===== src/rtl/bsg_mcl_axil_host_master.sv =====
// bsg_mcl_axil_host_master: AXI-Lite master moving 128b packets through the manycore-link bridge MMIO FIFOs.
// Bus vectors use bsg_axil mosi/miso packing (32b addr/data); define BSG_MCL_HOST_TIMEOUT_EN for the response watchdog.
module bsg_mcl_axil_host_master #(
  parameter logic [31:0] axil_base_addr_p      = 32'h0000_0000,
  parameter logic [31:0] tx_vacancy_offset_p   = 32'h0000_0000,
  parameter logic [31:0] tx_data_offset_p      = 32'h0000_0010,
  parameter logic [31:0] rx_occupancy_offset_p = 32'h0000_0018,
  parameter logic [31:0] rx_data_offset_p      = 32'h0000_001C,
  parameter int          timeout_p             = 1024
) (
  input  logic           clk_i,
  input  logic           reset_n_i,
  output logic [110:0]   m_axil_bus_o,
  input  logic [40:0]    m_axil_bus_i,
  input  logic           tx_v_i,
  input  logic [127:0]   tx_data_i,
  output logic           tx_ready_o,
  output logic           rx_v_o,
  output logic [127:0]   rx_data_o,
  input  logic           rx_yumi_i,
  output logic           err_o
);
  typedef enum logic [2:0] {IDLE, TX_POLL, TX_WR, RX_POLL, RX_RD, RX_OUT} state_e;
  state_e state, state_n;
  logic arv, awv, wv, busy, pri_tx, tmo;
  logic [1:0] cnt;
  logic [127:0] data;
  logic awready, wready, bvalid, arready, rvalid;
  logic [1:0] bresp, rresp;
  logic [31:0] rdata, araddr;
  logic rready, bready, xfer, issue, done, resp_err;
  assign {awready, wready, bresp, bvalid, arready, rdata, rresp, rvalid} = m_axil_bus_i;
  assign rready = state inside {TX_POLL, RX_POLL, RX_RD};
  assign bready = state == TX_WR;
  assign araddr = axil_base_addr_p + (state == TX_POLL ? tx_vacancy_offset_p :
                                      state == RX_POLL ? rx_occupancy_offset_p : rx_data_offset_p);
  assign m_axil_bus_o = {axil_base_addr_p + tx_data_offset_p, 3'b000, awv,
                         data[{cnt, 5'd0} +: 32], 4'hF, wv, bready,
                         araddr, 3'b000, arv, rready};
  // busy spans issue to response, so at most one AXI transaction is ever in flight
  assign xfer = state inside {TX_POLL, TX_WR, RX_POLL, RX_RD};
  assign issue = xfer & ~busy;
  assign done = busy & (bready ? bvalid : rvalid);
  assign resp_err = done & ((bready ? bresp : rresp) != 2'b00);
  assign tx_ready_o = (state == TX_POLL) & done & (rdata >= 32'd4) & tx_v_i;
  assign rx_v_o = state == RX_OUT;
  assign rx_data_o = data;
`ifdef BSG_MCL_HOST_TIMEOUT_EN
  logic [31:0] timer;
  always_ff @(posedge clk_i or negedge reset_n_i)
    if (!reset_n_i) timer <= '0;
    else timer <= issue ? '0 : timer + {31'b0, busy};
  assign tmo = busy & ~done & (timer >= 32'(timeout_p - 1));
`else
  assign tmo = 1'b0;
`endif
  always_comb begin
    state_n = state;
    case (state)
      IDLE:    state_n = (tx_v_i & pri_tx) ? TX_POLL : RX_POLL;
      TX_POLL: if (done) state_n = tx_ready_o ? TX_WR : IDLE;
      TX_WR:   if (done & cnt == 2'd3) state_n = IDLE;
      RX_POLL: if (done) state_n = (rdata >= 32'd4) ? RX_RD : IDLE;
      RX_RD:   if (done & cnt == 2'd3) state_n = RX_OUT;
      RX_OUT:  if (rx_yumi_i) state_n = IDLE;
      default: state_n = IDLE;
    endcase
    if (tmo) state_n = IDLE;
  end
  always_ff @(posedge clk_i or negedge reset_n_i)
    if (!reset_n_i) begin
      state  <= IDLE;
      arv    <= 1'b0;
      awv    <= 1'b0;
      wv     <= 1'b0;
      busy   <= 1'b0;
      pri_tx <= 1'b1;
      cnt    <= 2'd0;
      data   <= '0;
      err_o  <= 1'b0;
    end else begin
      state <= state_n;
      busy  <= issue | (busy & ~done & ~tmo);
      arv   <= ~tmo & ((issue & state != TX_WR) | (arv & ~arready));
      awv   <= ~tmo & ((issue & state == TX_WR) | (awv & ~awready));
      wv    <= ~tmo & ((issue & state == TX_WR) | (wv & ~wready));
      err_o <= err_o | resp_err | tmo;
      cnt   <= tmo ? 2'd0 : cnt + {1'b0, done & (state == TX_WR | state == RX_RD)};
      if (state == IDLE) pri_tx <= state_n == RX_POLL;
      if (tx_ready_o) data <= tx_data_i;
      else if (done & state == RX_RD) data[{cnt, 5'd0} +: 32] <= rdata;
    end
endmodule


===== config.mk =====
export PLATFORM = sky130hd
export DESIGN_NAME = bsg_mcl_axil_host_master
export DESIGN_NICKNAME = d
export VERILOG_FILES = /design/src/rtl/bsg_mcl_axil_host_master.sv
export SDC_FILE = /design/constraint.sdc
export NUM_CORES = 1
export LEC_CHECK = 0
export CAP_MARGIN = 20
export CORE_MARGIN = 2
export CORE_UTILIZATION = 27
export CTS_CLUSTER_DIAMETER = 50
export DETAILED_ROUTE_END_ITERATION = 10
export GPL_TIMING_DRIVEN = 0
export PLACE_DENSITY_LB_ADDON = 0.2
export SYNTH_ARGS = -nofsm -noshare
export SYNTH_HDL_FRONTEND = slang
export SYNTH_SLANG_ARGS = --single-unit

===== constraint.sdc =====
create_clock -name clk_i -period 2.7 [get_ports clk_i]
set_clock_uncertainty 0.05 [all_clocks]
set_input_delay 0.54 -clock clk_i [delete_from_list [all_inputs] [get_ports clk_i]]
set_output_delay 0.54 -clock clk_i [all_outputs]
set_load 0.02 [all_outputs]

==> flow_summary.toml <==
[route]
drt_wl_total_microns = 37700
highest_layer = "met5"
drtPass1Iterations = 4
dr_wl_met3_microns = 2390
ant_nets = 0
wl_met2_microns = 18400
vias = 7909
vias_per_cell = 4.37
avgRoutedWirePerCell_microns = 20.8
first_iter_violations = 366
drc = 0
drt-met1-wl_microns = 16000

[logic_synthesis]
ys_warn_count = 0
synth_fa_ha_area_share_pct = 0.776
synth_top_family_by_area = "multiplexers"
seq_area_frac_synth_pct = 36.0
synth_cells = 894
syn_avg_cell_area_sq_um = 10.8
synth-seq-cells = 139
async_reset_ff_share_pct = 100
synthXorXnorAreaFrac_pct = 0.0905
synth-simple-area-share_pct = 7.46
yosys-mux-area-fraction_pct = 39.7
synth_cell_types = 41
synth_compound_area_share_pct = 1.29
ys.flop_type = "dfrtp_1"
syn-cell-area_sq_um = 9670
synth_edf_count = 0

[power_and_ir_drop]
p_int_mw = 9.93
totalPowerFinal_mw = 16.7
power_density_nw_per_um2 = 1110
p_comb_share_pct = 60.4
clkPwrFrac_pct = 15.7
switchingPower_mw = 6.73
leakage_nw = 6.80
swShare_pct = 40.4
ir_drop_mv = 0.604
power_frac_seq_pct = 23.9

[worst_setup_path]
max_stage_delay_ns = 0.44
cp_top_family = "flip-flops"
slowest_stage = "dfrtp_2"
crit_path_start_kind = "flop"
cp.required_ns = 2.11
critPathMaxFanout = 5
worst_setup_path_end_kind = "output port"
path_class = "reg -> out"
timing.critical_path.buf_inv = 3
critical_path.cell_chain = "or3b_4 > mux2i_4 > o2111ai_4 > buf_8 > inv_4 > buf_6"
arrival_ns = 2.09

[sta]
max_slew_margin_pct = 57.9
period_share_pct = 99.1
worstMarginPinSlew_ns = 0.631
rsz0062_at_grt = "yes"
finalSetupViolCount = 0
timing.hold.ws_ns = 0.00719
fin_crit_ns = 2.68
final_hold_viol_count = 0
slew_viol_final = 0
clock.fmax_mhz = 374

[placement]
place_congestion = 0.753
placed_area_sq_um = 14000
port_buffers = 343
hpwl_microns = 27400

[floorplan]
die_width_microns = 193
row_count = 69
core_area_sq_um = 35400
io_pins = 415
fp.dieH_microns = 193
start_util_pct = 27.3
dieArea_sq_um = 37400

[clock_network]
cts_buffer_depth = 2
htreeDepth = 4
cts_root_buf = "clkbuf_16"
clkTransAtPathRegs_ns = 0.07
cts_tree = "done"
hold_buffers = 0
insertion_delay_ns = 0.44
cts_buffers = 17
cts.sinks = 139

[min_path]
min_path_type = "in -> async"

[run]
cap_violations = 0

[final_layout]
drive_gt1_share_pct = 27.7
nNetsFinal = 1514
final_area_sq_um = 14900
syn_to_final_growth_pct = 54.4

[global_route]
gr-total-overflow = 0
track_usage_pct = 20.1
grt_pass1_wl_microns = 55600
grt_pass1_vias = 8424
grt_max_degree = 72
antenna_found_initial = 5

[status]
status = "complete, no violations"
[through the flow]
step                setup TNS (ns)  setup slack (ns)  std cells  utilization [%]
finish                           0            0.0243       1810             42.2
global route                -0.103           -0.0704       1809             42.2
CTS                         -0.110            -0.110       1810             42.2
detailed placement         -181.37             -1.86       1768             39.5
global placement           -962.02             -5.61       1767             39.4
floorplan                        0            0.0312        963                -
[logic make-up after synthesis]
kind of cell	Yosys count
AO/OA/AOI/OAI	17
XOR/XNOR	1
adder cells (fa/ha/maj)	6
buffers and inverters	271
flip-flops	139
multiplexers	290
other	2
AND/OR/NAND/NOR	168
[cell usage in the layout (no fill, tap or decap), drive strengths merged, types with 6 or more instances in the layout]
master,n
mux4,32
conb,71
dfrtp,138
mux2,129
buf,129
clkdlybuf4s15,17
ha,6
nor4,7
clkbuf,49
clkdlybuf4s50,276
inv,139
dlygate4sd2,36
nand2,136
mux2i,129
nor3b,7
[metal layers]
metal	global-route usage (%)	vias up
li1	-	3695
met4	6.02	8
met2	34.2	284
met3	5.49	49
met1	24.7	3873
met5	0	-
[worst reg2reg max path, delay by kind of cell, from the launching register on]
kind,cells,cell delay [ns]
fa+ha+maj,1,0.29
buf+inv,5,1.04
flops,1,0.44
mux,2,0.40
simple gates,1,0.24
[synth_stat cells (11+ instances only)]
cell type	n	area share [%]
mux2i_1	128	13
buf_4	78	6.1
nand2_1	136	5.3
mux2_2	31	3.6
buf_2	18	0.93
mux2_4	97	15
buf_6	11	1.3
dfrtp_1	138	36
clkbuf_1	25	0.97
inv_1	138	5.4
mux4_2	32	7.4
[state kept, by name (all words and copies together) (netlist names)]
| name | cells |
|---|---|
| cnt | 2 |
| arv | 1 |
| state | 3 |
| pri_tx | 1 |
| err_o | 1 |
| awv | 1 |
| rx_data_o | 128 |
| busy | 1 |
| wv | 1 |
[layout make-up]
| cell class | count | area [sq um] |
|---|---|---|
| diodes | 1 | 2.50 |
| clock inverters | 11 | 168 |
| plain buffers | 129 | 1090 |
| inverters | 138 | 520 |
| well taps | 461 | 577 |
| flip-flops and latches | 139 | 3480 |
| fillers | 3487 | 20500 |
| clock buffers | 21 | 460 |
| repair buffers | 357 | 3470 |
| multi-input cells | 553 | 5170 |
[repair_timing]
item / 4_1_cts / 5_1_grt
setup buffers: 12 / 1
setup endpoints to repair: 167 / 103
gates resized for setup: 184 / 49
pin swaps: 11 / 8
[power by group through the flow]
stage | Clock [mW] | Combinational (mW) | Sequential, mW
after floorplan | 0 | 4.83 | 4.80
after global placement | 0 | 9.99 | 3.99
after detailed placement | 0 | 10.1 | 4.00
after CTS | 2.68 | 10.1 | 3.98
after global routing | 2.75 | 10.7 | 4.11
final | 2.61 | 10.1 | 3.98
[path summary, 6_finish.rpt]
check                              startpoint                         end  slack [ns]  cells past startpoint
setup / recovery           state[2]$_DFF_PN0_                  tx_ready_o        0.02                      6
hold / removal                      reset_n_i   rx_data_o[57]$_DFFE_PN0P_       0.007                      1
setup reg to reg             cnt[1]$_DFF_PN0_   rx_data_o[11]$_DFFE_PN0P_        0.14                      9
hold reg to reg               err_o$_DFF_PN0_             err_o$_DFF_PN0_        0.41                      1
max in group asynchronous           reset_n_i  rx_data_o[106]$_DFFE_PN0P_        1.77                      2
min in group clk_i            err_o$_DFF_PN0_             err_o$_DFF_PN0_        0.41                      1
No activity file was read; power rests on OpenSTA's default activity.
